## config.mk

```make
export PLATFORM = sky130hd
export DESIGN_NAME = fft32_mem_ctrl
export DESIGN_NICKNAME = d
export VERILOG_FILES = /design/src/rtl/fft32_mem_ctrl.sv
export SDC_FILE = /design/constraint.sdc
export NUM_CORES = 1
export LEC_CHECK = 0
export ABC_AREA = 1
export CAP_MARGIN = 20
export CORE_MARGIN = 5
export CORE_UTILIZATION = 58
export CTS_CLUSTER_DIAMETER = 200
export DETAILED_ROUTE_END_ITERATION = 8
export PLACE_DENSITY = 0.94
export SETUP_SLACK_MARGIN = 0.2
export SYNTH_ARGS = -nofsm -noshare
export SYNTH_HDL_FRONTEND = slang
export SYNTH_SLANG_ARGS = --single-unit
```

## constraint.sdc

```tcl
create_clock -name clk -period 7.3 [get_ports clk]
set_input_delay 2.19 -clock clk [delete_from_list [all_inputs] [get_ports clk]]
set_output_delay 2.19 -clock clk [all_outputs]
set_load 0.02 [all_outputs]
```

## src/rtl/fft32_mem_ctrl.sv

```systemverilog
// Sequencing controller for a 32-point radix-2 in-place FFT on a dual-port
// 32x16 RAM. It loads samples in bit-reversed order, then runs 5 stages of
// 16 butterflies (read pair, wait for the datapath, write pair back), and
// finally streams the results out in natural order.
module fft32_mem_ctrl #(
  parameter int LAT = 1
) (
  input  logic       clk,
  input  logic       rst,
  input  logic       start,
  input  logic       in_valid,
  output logic       in_ready,
  output logic [4:0] addra,
  output logic [4:0] addrb,
  output logic       ena,
  output logic       enb,
  output logic       dsel,
  output logic       bf_go,
  output logic [3:0] tw_idx,
  output logic       out_valid,
  output logic       out_last,
  output logic       busy,
  output logic       done
);

  localparam int WW = (LAT > 1) ? $clog2(LAT) : 1;

  typedef enum logic [2:0] {
    IDLE   = 3'd0,
    LOAD   = 3'd1,
    RD     = 3'd2,
    WT     = 3'd3,
    WR     = 3'd4,
    UNLOAD = 3'd5
  } state_t;

  state_t        state;
  // cnt: sample index in LOAD; in UNLOAD 0..31 are address beats, 32 is the
  // last data beat and 33 is the done cycle, so busy spans through done.
  logic [5:0]    cnt;
  logic [2:0]    stg;
  logic [3:0]    bfly;
  logic [WW-1:0] wcnt;

  logic [4:0]    base;
  logic [4:0]    span;
  logic [3:0]    tw;

  function automatic logic [4:0] bitrev5(input logic [4:0] v);
    return {v[0], v[1], v[2], v[3], v[4]};
  endfunction

  // Lower index of butterfly b in stage s: insert a zero at bit position s.
  function automatic logic [4:0] bf_base(input logic [2:0] s, input logic [3:0] b);
    logic [4:0] bb;
    logic [4:0] msk;
    bb  = {1'b0, b};
    msk = (5'd1 << s) - 5'd1;
    return ((bb >> s) << (s + 3'd1)) | (bb & msk);
  endfunction

  function automatic logic [3:0] bf_tw(input logic [2:0] s, input logic [3:0] b);
    logic [4:0] msk;
    msk = (5'd1 << s) - 5'd1;
    return (b & msk[3:0]) << (3'd4 - s);
  endfunction

  assign base = bf_base(stg, bfly);
  assign span = 5'd1 << stg;
  assign tw   = bf_tw(stg, bfly);

  // Phase sequencing: load count, stage/butterfly indices and datapath wait.
  always_ff @(posedge clk) begin
    if (rst) begin
      state <= IDLE;
      cnt   <= '0;
      stg   <= '0;
      bfly  <= '0;
      wcnt  <= '0;
    end else begin
      case (state)
        IDLE: begin
          if (start) begin
            state <= LOAD;
            cnt   <= '0;
          end
        end
        LOAD: begin
          if (in_valid) begin
            if (cnt == 6'd31) begin
              state <= RD;
              cnt   <= '0;
              stg   <= '0;
              bfly  <= '0;
            end else begin
              cnt <= cnt + 6'd1;
            end
          end
        end
        RD: begin
          state <= WT;
          wcnt  <= '0;
        end
        WT: begin
          if (wcnt == WW'(LAT - 1)) begin
            state <= WR;
          end else begin
            wcnt <= wcnt + 1'b1;
          end
        end
        WR: begin
          if (bfly != 4'd15) begin
            bfly  <= bfly + 4'd1;
            state <= RD;
          end else if (stg != 3'd4) begin
            stg   <= stg + 3'd1;
            bfly  <= '0;
            state <= RD;
          end else begin
            cnt   <= '0;
            state <= UNLOAD;
          end
        end
        UNLOAD: begin
          if (cnt == 6'd33) begin
            state <= IDLE;
          end else begin
            cnt <= cnt + 6'd1;
          end
        end
        default: state <= IDLE;
      endcase
    end
  end

  // Output decode from the registered state; write enables are dropped while
  // rst is high so a write in flight at reset never reaches the RAM.
  always_comb begin
    in_ready  = 1'b0;
    addra     = '0;
    addrb     = '0;
    ena       = 1'b0;
    enb       = 1'b0;
    dsel      = 1'b0;
    bf_go     = 1'b0;
    tw_idx    = '0;
    out_valid = 1'b0;
    out_last  = 1'b0;
    done      = 1'b0;
    busy      = (state != IDLE);
    case (state)
      LOAD: begin
        in_ready = 1'b1;
        addra    = bitrev5(cnt[4:0]);
        ena      = in_valid & ~rst;
      end
      RD: begin
        addra  = base;
        addrb  = base + span;
        tw_idx = tw;
      end
      WT: begin
        addra  = base;
        addrb  = base + span;
        tw_idx = tw;
        bf_go  = (wcnt == '0);
      end
      WR: begin
        addra  = base;
        addrb  = base + span;
        tw_idx = tw;
        ena    = ~rst;
        enb    = ~rst;
        dsel   = 1'b1;
      end
      UNLOAD: begin
        addra     = (cnt < 6'd32) ? cnt[4:0] : 5'd0;
        out_valid = (cnt != 6'd0) && (cnt <= 6'd32);
        out_last  = (cnt == 6'd32);
        done      = (cnt == 6'd33);
      end
      default: ;
    endcase
  end

endmodule

```

==> impl_results.md <==
* RSZ-0062 raised after global routing: no
* Die height at 64.4 um
* Die Span X at 64.4 um
* Post-synthesis average cell area at 6.24 um^2
* Initial Utilization at 0.612
* Netlist cell types at 38
* Slew headroom at 0.686
* Cells after synthesis at 275
* Fill cells at 235
* CP arrival at 4.06 ns
* # IOs at 27
* Commonest non-fill, non-tap cell in the layout: nand2_1
* Ant. Diodes at 0
* Core Area at 0.00281 mm^2
* Max IR drop VDD at 0.166 mV
* Routed Wire Length at 4560 um
* Hold Path Depth at 2
* Synth Warn # at 0
* DRC viols at 0
* Syn nets at 296
* Grt ovf at 0
* Setup TNS at 0 ns
* Clock transition at path regs at 0.10 ns
* P_leak at 0.936 nW
* Worst Hold Class: flip-flop to flip-flop
* Post-synthesis sequential area ratio at 0.187
* Total Nets Final at 325
* H-tree depth at 1
* Setup Skew at 0.00603 ns
* Clock Sinks at 16
* CTS Hold Bufs at 0
* Post-Syn Area at 0.00172 mm^2
* Final setup viols at 0
* Cts repair resizes at 0
* Yosys reg bits at 16
* Clock Path Buffers at 2
* Placed Cells at 330
* Syn-to-layout area delta at 19.0%
* WL/cell at 13.6 um
* Vias in the first global route at 1724
* Vias post-DR at 1937
* Fin. max-slew vios at 0
* Remaining antenna violation count at 0
* Cell taking the most area after synthesis: dfxtp_1
* First-pass GRT wire length at 7530 um
* Number of buffers created by CTS at 3
* Setup bufs post-CTS at 0
* Final Hold Viols at 0
* Crit path required time at 5.11 ns
* Top post-synthesis cells by area: dfxtp_1, nand2_1, ha_1, nand3_1, nor2_1
* # rows at 19
* Max_cap viols at 0
* Min cycle time layout at 6.25 ns
* DP Wirelength at 3540 um
* Outcome: finished clean
* CTS tree: done
* Worst-margin pin slew at 0.469 ns
* R2r worst-path depth at 10
* Top cell type's share of synthesized area at 0.187
* Initial drt markers at 143
* Critical Path Fanout Max at 14
* Share of layout cells above drive strength 1 at 0.0957
* Fin cells at 334
* Final Cycle Share at 0.856
* Vias/cell at 5.80
* Die area at 0.00415 mm^2
* DR pass1 iterations at 5
* Type of element launching the critical path: flip-flop
* CP endpoint kind: output pin
* Clock latency on the worst-skew pair at 0.30 ns
* RD Place Congestion at 0.945
* Achievable Freq at 160 MHz
* Crit Path Category: flip-flop to output pin
* Initial antenna violation count at 0
* Largest net degree at the start of global routing at 15
* Most frequent cells in the layout: nand2_1, nor2_1, inv_1, nand3_1, clkdlybuf4s50_1
* Pwr Total at 0.000506 W
* PwrDens at 248 mW/mm^2
* PortBufs at 26
* GRT Util Overall at 0.223
* Root Driver: clkbuf_4
[critical path, cell delays in order (launching register included)]
cell             delay, ns
dfxtp_1               0.61
inv_1                 0.33
ha_1                  0.32
ha_1                  0.23
inv_1                 0.10
ha_1                  0.23
or2_2                 0.33
nand2_1               0.16
fa_1                  0.22
nand2_1               0.07
nand2_1               0.06
a21oi_1               0.06
nand2b_1              0.14
nand2_1               0.07
nand3_1               0.08
a21oi_1               0.15
clkdlybuf4s50_1       0.62
[through the flow]
step           utilization  setup slack [ns]  hold WS, ns  area [um^2]
5_1_grt              0.728             0.725        0.581         2040
4_1_cts              0.728              1.08        0.538         2040
2_1_floorplan            -              2.16        0.468         1720
3_5_place_dp         0.715              1.25        0.523         2010
3_3_place_gp         0.715              1.26        0.506         2010
6_report             0.728              1.05        0.538         2040
[cells by family (layout without fill, tap and decap cells)]
logic type      Yosys count  in the layout  synth area share
xor+xnor                  3              3            0.0153
fa+ha+maj                17             17             0.128
flops                    16             16             0.187
compound gates           47             47             0.175
buf+inv                  39             67            0.0904
simple gates            153            153             0.404
[path summary, 6_finish.rpt]
kind                from  endpoint  slack [ns]
setup reg to reg  stg[0]    cnt[0]        5.00
hold / removal    cnt[4]    cnt[4]        0.54
setup / recovery  stg[0]  addrb[4]        1.05
hold reg to reg   cnt[4]    cnt[4]        0.54
[registers in the layout, summed over array words and instances, names as in the netlist]
signal,count
state,3
cnt,6
bfly,4
stg,3
[final cells by class]
cell class                      instances  area [um^2]  area share
Sequential cell                        16          320       0.157
Clock buffer                            4         36.3      0.0178
Inverter                               37          146      0.0717
Timing Repair Buffer                   26          260       0.127
Tap cell                               31         38.8      0.0190
Multi-Input combinational cell        220         1240       0.607
[layer usage]
| layer | GRT usage | part of all wire |
|---|---|---|
| met1 | 0.299 | 0.45 |
| met2 | 0.365 | 0.44 |
| met3 | 0.0315 | 0.091 |
| met4 | 0.0765 | 0.020 |
| met5 | 0 | 0 |
[cells in the mapped netlist]
library cell and n:
nand2b_1 1, or2_2 1, fa_1 1, o22ai_1 2, buf_2 1, nor2_4 2
clkbuf_1 1, o21ai_1 2, inv_4 3, o21ai_2 2, nor4_1 1, o211ai_1 2
nand3_1 30, nand3b_2 1, nand2_4 1, nor2_2 1, nor2_8 1, o31ai_1 1
dfxtp_1 16, a32oi_1 1, ha_1 16, o21ai_0 12, nand2_2 2, o21a_1 1
a21oi_1 13, a31oi_1 1, a31o_2 1, nand3_2 1, a22oi_1 4, inv_1 30
o21ai_4 1, nor3_1 3, xor2_1 3, inv_2 4, nand4_1 4, a21oi_2 4
nor2_1 33, nand2_1 71
[where the power goes]
part	total (W)	internal [W]	switching (W)
sequential	0.000123	0.0000998	0.0000235
combinational	0.000322	0.000112	0.000210
clock	0.0000601	0.0000305	0.0000296
total	0.000506	0.000242	0.000263
No activity file was read; power rests on OpenSTA's default activity.
